===== config.mk =====
export PLATFORM = sky130hd
export DESIGN_NAME = hazard_ctrl
export DESIGN_NICKNAME = d
export VERILOG_FILES = /design/src/rtl/hazard_pkg.sv /design/src/rtl/hz_scoreboard.sv /design/src/rtl/hazard_ctrl.sv
export SDC_FILE = /design/constraint.sdc
export NUM_CORES = 1
export LEC_CHECK = 0
export CAP_MARGIN = 10
export CORE_MARGIN = 2
export CORE_UTILIZATION = 43
export DETAILED_ROUTE_END_ITERATION = 7
export PLACE_DENSITY = 0.79
export SKIP_LAST_GASP = 1
export SYNTH_ARGS = -nofsm -noshare
export SYNTH_HDL_FRONTEND = slang
export SYNTH_SLANG_ARGS = --single-unit

===== constraint.sdc =====
create_clock -name clk -period 3.3 [get_ports clk]
set_input_delay 0.99 -clock clk [delete_from_list [all_inputs] [get_ports clk]]
set_output_delay 0.99 -clock clk [all_outputs]
set_load 0.02 [all_outputs]

===== src/rtl/hazard_pkg.sv =====
// Shared types and constants for the pipeline hazard controller.
// Used by hazard_ctrl and hz_scoreboard.
package hazard_pkg;

    localparam int AW_DEF = 4;

    typedef enum logic [1:0] {
        RUN    = 2'd0,
        DRAIN  = 2'd1,
        HALTED = 2'd2
    } state_e;

    typedef struct packed {
        logic              vld;
        logic [AW_DEF-1:0] rd;
    } sb_entry_t;

endpackage


===== src/rtl/hz_scoreboard.sv =====
// Two-entry destination scoreboard (EX, MEM) with a hit flag per ID source port.
// A WB-stage writer is not tracked: the register file writes early in WB.
module hz_scoreboard
    import hazard_pkg::*;
#(
    parameter int AW = AW_DEF
) (
    input  logic            clk,
    input  logic            rst,
    input  logic            issue,
    input  logic            wr_vld,
    input  logic [AW-1:0]   wr_rd,
    input  logic [2*AW-1:0] rs_addr,
    output logic [1:0]      rs_hit,
    output logic            busy
);

    logic          ex_vld_reg;
    logic [AW-1:0] ex_rd_reg;
    logic          mem_vld_reg;
    logic [AW-1:0] mem_rd_reg;

    always_ff @(posedge clk) begin
        if (rst) begin
            ex_vld_reg  <= 1'b0;
            ex_rd_reg   <= '0;
            mem_vld_reg <= 1'b0;
            mem_rd_reg  <= '0;
        end else begin
            ex_vld_reg  <= issue & wr_vld;
            ex_rd_reg   <= wr_rd;
            mem_vld_reg <= ex_vld_reg;
            mem_rd_reg  <= ex_rd_reg;
        end
    end

    genvar gi;
    generate
        for (gi = 0; gi < 2; gi++) begin : g_port
            assign rs_hit[gi] = (ex_vld_reg  && (ex_rd_reg  == rs_addr[gi*AW +: AW])) ||
                                (mem_vld_reg && (mem_rd_reg == rs_addr[gi*AW +: AW]));
        end
    endgenerate

    assign busy = ex_vld_reg | mem_vld_reg;

endmodule


===== src/rtl/hazard_ctrl.sv =====
// Hazard and sequencing controller: RAW stalls, branch flushes, HLT drain.
// Define STAT_EN to add saturating stall/flush statistics counters.
module hazard_ctrl
    import hazard_pkg::*;
#(
    parameter int AW = AW_DEF
`ifdef STAT_EN
    ,
    parameter int CNT_W = 16
`endif
) (
    input  logic          clk,
    input  logic          rst,
    input  logic          id_valid,
    input  logic [AW-1:0] id_rs0,
    input  logic [AW-1:0] id_rs1,
    input  logic          id_rs0_vld,
    input  logic          id_rs1_vld,
    input  logic [AW-1:0] id_rd,
    input  logic          id_rd_vld,
    input  logic          id_halt,
    input  logic          ex_branch_taken,
    output logic          hold,
    output logic          ifid_stall,
    output logic          ifid_flush,
    output logic          idex_bubble,
    output logic          halted
`ifdef STAT_EN
    ,
    output logic [CNT_W-1:0] stall_cnt,
    output logic [CNT_W-1:0] flush_cnt
`endif
);

    localparam logic [1:0] S_RUN    = RUN;
    localparam logic [1:0] S_DRAIN  = DRAIN;
    localparam logic [1:0] S_HALTED = HALTED;

    logic [1:0] state_reg, state_next;
    logic       drain_wait_reg, drain_wait_next;
    logic [1:0] rs_hit;
    logic       sb_busy;
    logic       raw;
    logic       issued;

    assign raw    = id_valid & ((id_rs0_vld & rs_hit[0]) | (id_rs1_vld & rs_hit[1]));
    assign issued = id_valid & ~raw & ~ex_branch_taken & (state_reg == S_RUN);

    hz_scoreboard #(.AW(AW)) u_sb (
        .clk     (clk),
        .rst     (rst),
        .issue   (issued),
        .wr_vld  (id_rd_vld),
        .wr_rd   (id_rd),
        .rs_addr ({id_rs1, id_rs0}),
        .rs_hit  (rs_hit),
        .busy    (sb_busy)
    );

    // DRAIN waits one cycle past an empty scoreboard so the last writer retires in WB.
    always_comb begin
        state_next      = state_reg;
        drain_wait_next = 1'b0;
        case (state_reg)
            S_RUN: begin
                if (id_halt && issued)
                    state_next = S_DRAIN;
            end
            S_DRAIN: begin
                if (ex_branch_taken) begin
                    state_next = S_RUN;
                end else if (!sb_busy) begin
                    if (drain_wait_reg)
                        state_next = S_HALTED;
                    else
                        drain_wait_next = 1'b1;
                end
            end
            S_HALTED: state_next = S_HALTED;
            default:  state_next = S_RUN;
        endcase
    end

    always_ff @(posedge clk) begin
        if (rst) begin
            state_reg      <= S_RUN;
            drain_wait_reg <= 1'b0;
        end else begin
            state_reg      <= state_next;
            drain_wait_reg <= drain_wait_next;
        end
    end

    always_comb begin
        hold        = 1'b0;
        ifid_stall  = 1'b0;
        ifid_flush  = 1'b0;
        idex_bubble = 1'b0;
        halted      = 1'b0;
        if (!rst) begin
            case (state_reg)
                S_RUN: begin
                    if (ex_branch_taken) begin
                        ifid_flush  = 1'b1;
                        idex_bubble = 1'b1;
                    end else if (raw) begin
                        hold        = 1'b1;
                        ifid_stall  = 1'b1;
                        idex_bubble = 1'b1;
                    end
                end
                S_DRAIN: begin
                    // A taken branch here means HLT was wrong-path: let the redirect fetch.
                    if (ex_branch_taken) begin
                        ifid_flush  = 1'b1;
                        idex_bubble = 1'b1;
                    end else begin
                        hold        = 1'b1;
                        ifid_flush  = 1'b1;
                    end
                end
                S_HALTED: begin
                    hold        = 1'b1;
                    ifid_flush  = 1'b1;
                    idex_bubble = 1'b1;
                    halted      = 1'b1;
                end
                default: ;
            endcase
        end
    end

`ifdef STAT_EN
    logic [CNT_W-1:0] stall_cnt_reg;
    logic [CNT_W-1:0] flush_cnt_reg;
    logic             stall_inc;

    assign stall_inc = raw & ~ex_branch_taken & (state_reg == S_RUN);

    always_ff @(posedge clk) begin
        if (rst) begin
            stall_cnt_reg <= '0;
            flush_cnt_reg <= '0;
        end else begin
            if (stall_inc && (stall_cnt_reg != '1))
                stall_cnt_reg <= stall_cnt_reg + 1'b1;
            if (ex_branch_taken && (flush_cnt_reg != '1))
                flush_cnt_reg <= flush_cnt_reg + 1'b1;
        end
    end

    assign stall_cnt = stall_cnt_reg;
    assign flush_cnt = flush_cnt_reg;
`endif

endmodule


==> results.txt <==
WHS = 431 ps
CTS Buffer Depth = 2
pre-CTS setup slack = -821 ps
Slew Viols, Final = 0
startpoint types = primary input
Layout Skew = 11.9 ps
period utilization = 1.01
diode count = 0
EDFF count, synth = 0
post-synth cell types = 27
CTS Buf Count = 3
core area = 0.00192 mm2
total track usage = 0.199
pin count of the biggest net entering global routing = 19
dpl hpwl = 1.50 mm
hold_buf cts = 0
Pwr Density = 385 mW/mm2
routability cong. = 0.810
final core utilization = 0.706
vias in the first global route = 767
Top delay family on crit path = simple AND/OR/NAND/NOR gates
fmax = 301 MHz
num rows = 16
max-cap violation count = 0
Die Ht = 48.5 um
overflow left after global routing = 0
Worst-Skew Late Latency = 280 ps
crit-path max FO = 3
Worst VDD drop = 0.000227 V
CTS clock-pin slew for the worst setup and hold paths = 80 ps
fillers = 145
most used cell, CP = nor4_4
static leakage = 0.539 nW
register area = 260 um2
drt wl/cell = 15.4 um
slowest cell delay on critical path = 350 ps
Pre-antenna DRT Iters = 4
antenna-violating nets left = 0
DR vias/cell = 5.25
CTS Root Cell = clkbuf_4
Main synth FF type = dfxtp_1
placed insts = 143
status = complete, but fails checks
die area = 0.00235 mm2
failing checks = negative setup slack
syn nets = 115
nets@finish = 147
final hold violations = 0
layout cell share with drive strength beyond 1 = 0.397
Die W = 48.5 um
Area growth syn-to-layout = 59.6%
crit-path cells = buf_12 -> xor2_4 -> nor4_4 -> nor4_4 -> o31a_1 -> nor3_2 -> buf_4
1st-iter DRT viols = 10
worst setup margin = -25.8 ps
Yosys reg bits = 13
WP data arrival = 2340 ps
register area share after synthesis = 0.306
WS Path Type = in -> out
yosys warns = 0
Post-Layout Cell Count = 148
Critical-path top delay cell = nor4_4
CTS Sinks = 13
Avg Cell Area, Syn = 9.45 um2
worst hold path class = reg -> reg
Post-route DRC = 0
slew of the pin with the lowest slew margin = 355 ps
initial antenna violation count = 0
Worst Path Required = 2310 ps
Async SR Flop Fraction = 0
vias = 777
Initial Utilization = 0.443
min Tclk post-route = 3330 ps
IO buf count = 24
Relative slew margins = 0.763
CTS tree = yes
# setup viols final = 1
Mapped Cells = 90
CP bufs+invs = 2
final WL = 2.28 mm
Mapped Area = 851 um2
Worst setup EP type = output port
RSZ-0062 raised after global routing = true
I/O pins = 25
footprint of the multi-input gates = 771 um2
htree depth = 1
first-pass GRT wire length = 3.59 mm
what timing repair did:
action                                  in CTS  in global routing
buffers inserted                             1                  0
endpoints found under the setup margin       5                  3
pin swaps                                   15                 10
gates resized for setup                     71                 20
placed cells by master, fill, tap and decap left out, types with 3 or more instances in the layout:
cell	n
dfxtp_1	13
nor2b_1	12
xor2_2	9
clkdlybuf4s50_1	9
buf_4	8
nor4_4	5
nor2_1	5
nor3_1	5
ha_1	5
xnor2_2	4
nand3_2	4
dlygate4sd2_1	4
buf_2	4
nand2_1	3
clkbuf_4	3
buf_6	3
stage by stage:
stage,setup TNS [ps],instance area (um2),total power [mW]
finish,-25.8,1360,0.522
global placement,-2470,1150,0.392
global route,-92.3,1360,0.551
floorplan,0,851,0.320
detailed placement,-2590,1150,0.400
CTS,-45.7,1310,0.506
power breakdown:
group	switching (mW)	total (mW)	internal, mW
Sequential	0.0163	0.187	0.171
Clock	0.0513	0.0981	0.0469
Combinational	0.127	0.237	0.110
cell type report:
cell class	instances	area share
Multi-Input combinational cell	73	0.568
Timing Repair Buffer	29	0.191
Tap cell	27	0.0249
Clock buffer	4	0.0194
Sequential cell	13	0.192
Inverter	2	0.00553
metal layers:
layer  global-route usage  wire length [um]
met1                0.218               858
met2                0.391              1300
met3               0.0216                75
met4               0.0714                48
met5                    0                 0
cells in the mapped netlist (2+ instances only):
cell,n,area [um2]
nand2_1,3,11.3
nand3_1,5,25.0
clkbuf_1,2,7.51
nor2_1,5,18.8
nor3_1,5,25.0
xnor2_1,4,35.0
a22oi_1,2,15.0
dfxtp_1,13,260
nor4_2,4,50.1
xor2_1,12,105
o21ai_0,2,10.0
ha_1,5,62.6
nor2b_1,12,75.1
inv_1,2,7.51
and4_1,2,17.5
final timing paths:
check | startpoint | end | slack, ps | depth (start not counted)
worst max register to register | u_sb.ex_rd_reg[2]$_SDFF_PP0_ | state_reg[1]$_SDFFE_PP0P_ | 1460 | 7
worst min-delay path | drain_wait_reg$_SDFF_PP0_ | drain_wait_reg$_SDFF_PP0_ | 430 | 1
worst max-delay path | id_rs0[3] | hold | -30 | 7
worst min register to register | drain_wait_reg$_SDFF_PP0_ | drain_wait_reg$_SDFF_PP0_ | 430 | 1
worst reg2reg max path, stage by stage, from the launching register on:
cell     delay (ps)
dfxtp_1         420
xor2_1          350
nor4_4          100
nor4_4          300
buf_4           170
buf_4           120
and4_1          210
o41ai_2          60
kinds of logic (layout without fill, tap and decap cells):
kind of cell	count (synthesis)	in the layout	share of synthesized area
multiplexers	1	1	0.0118
adder cells (fa/ha/maj)	5	5	0.0735
flip-flops	13	13	0.306
AO/OA/AOI/OAI	9	9	0.0927
XOR/XNOR	16	16	0.165
AND/OR/NAND/NOR	42	42	0.334
buffers and inverters	4	35	0.0177
Power figures use the tool's default switching activity.
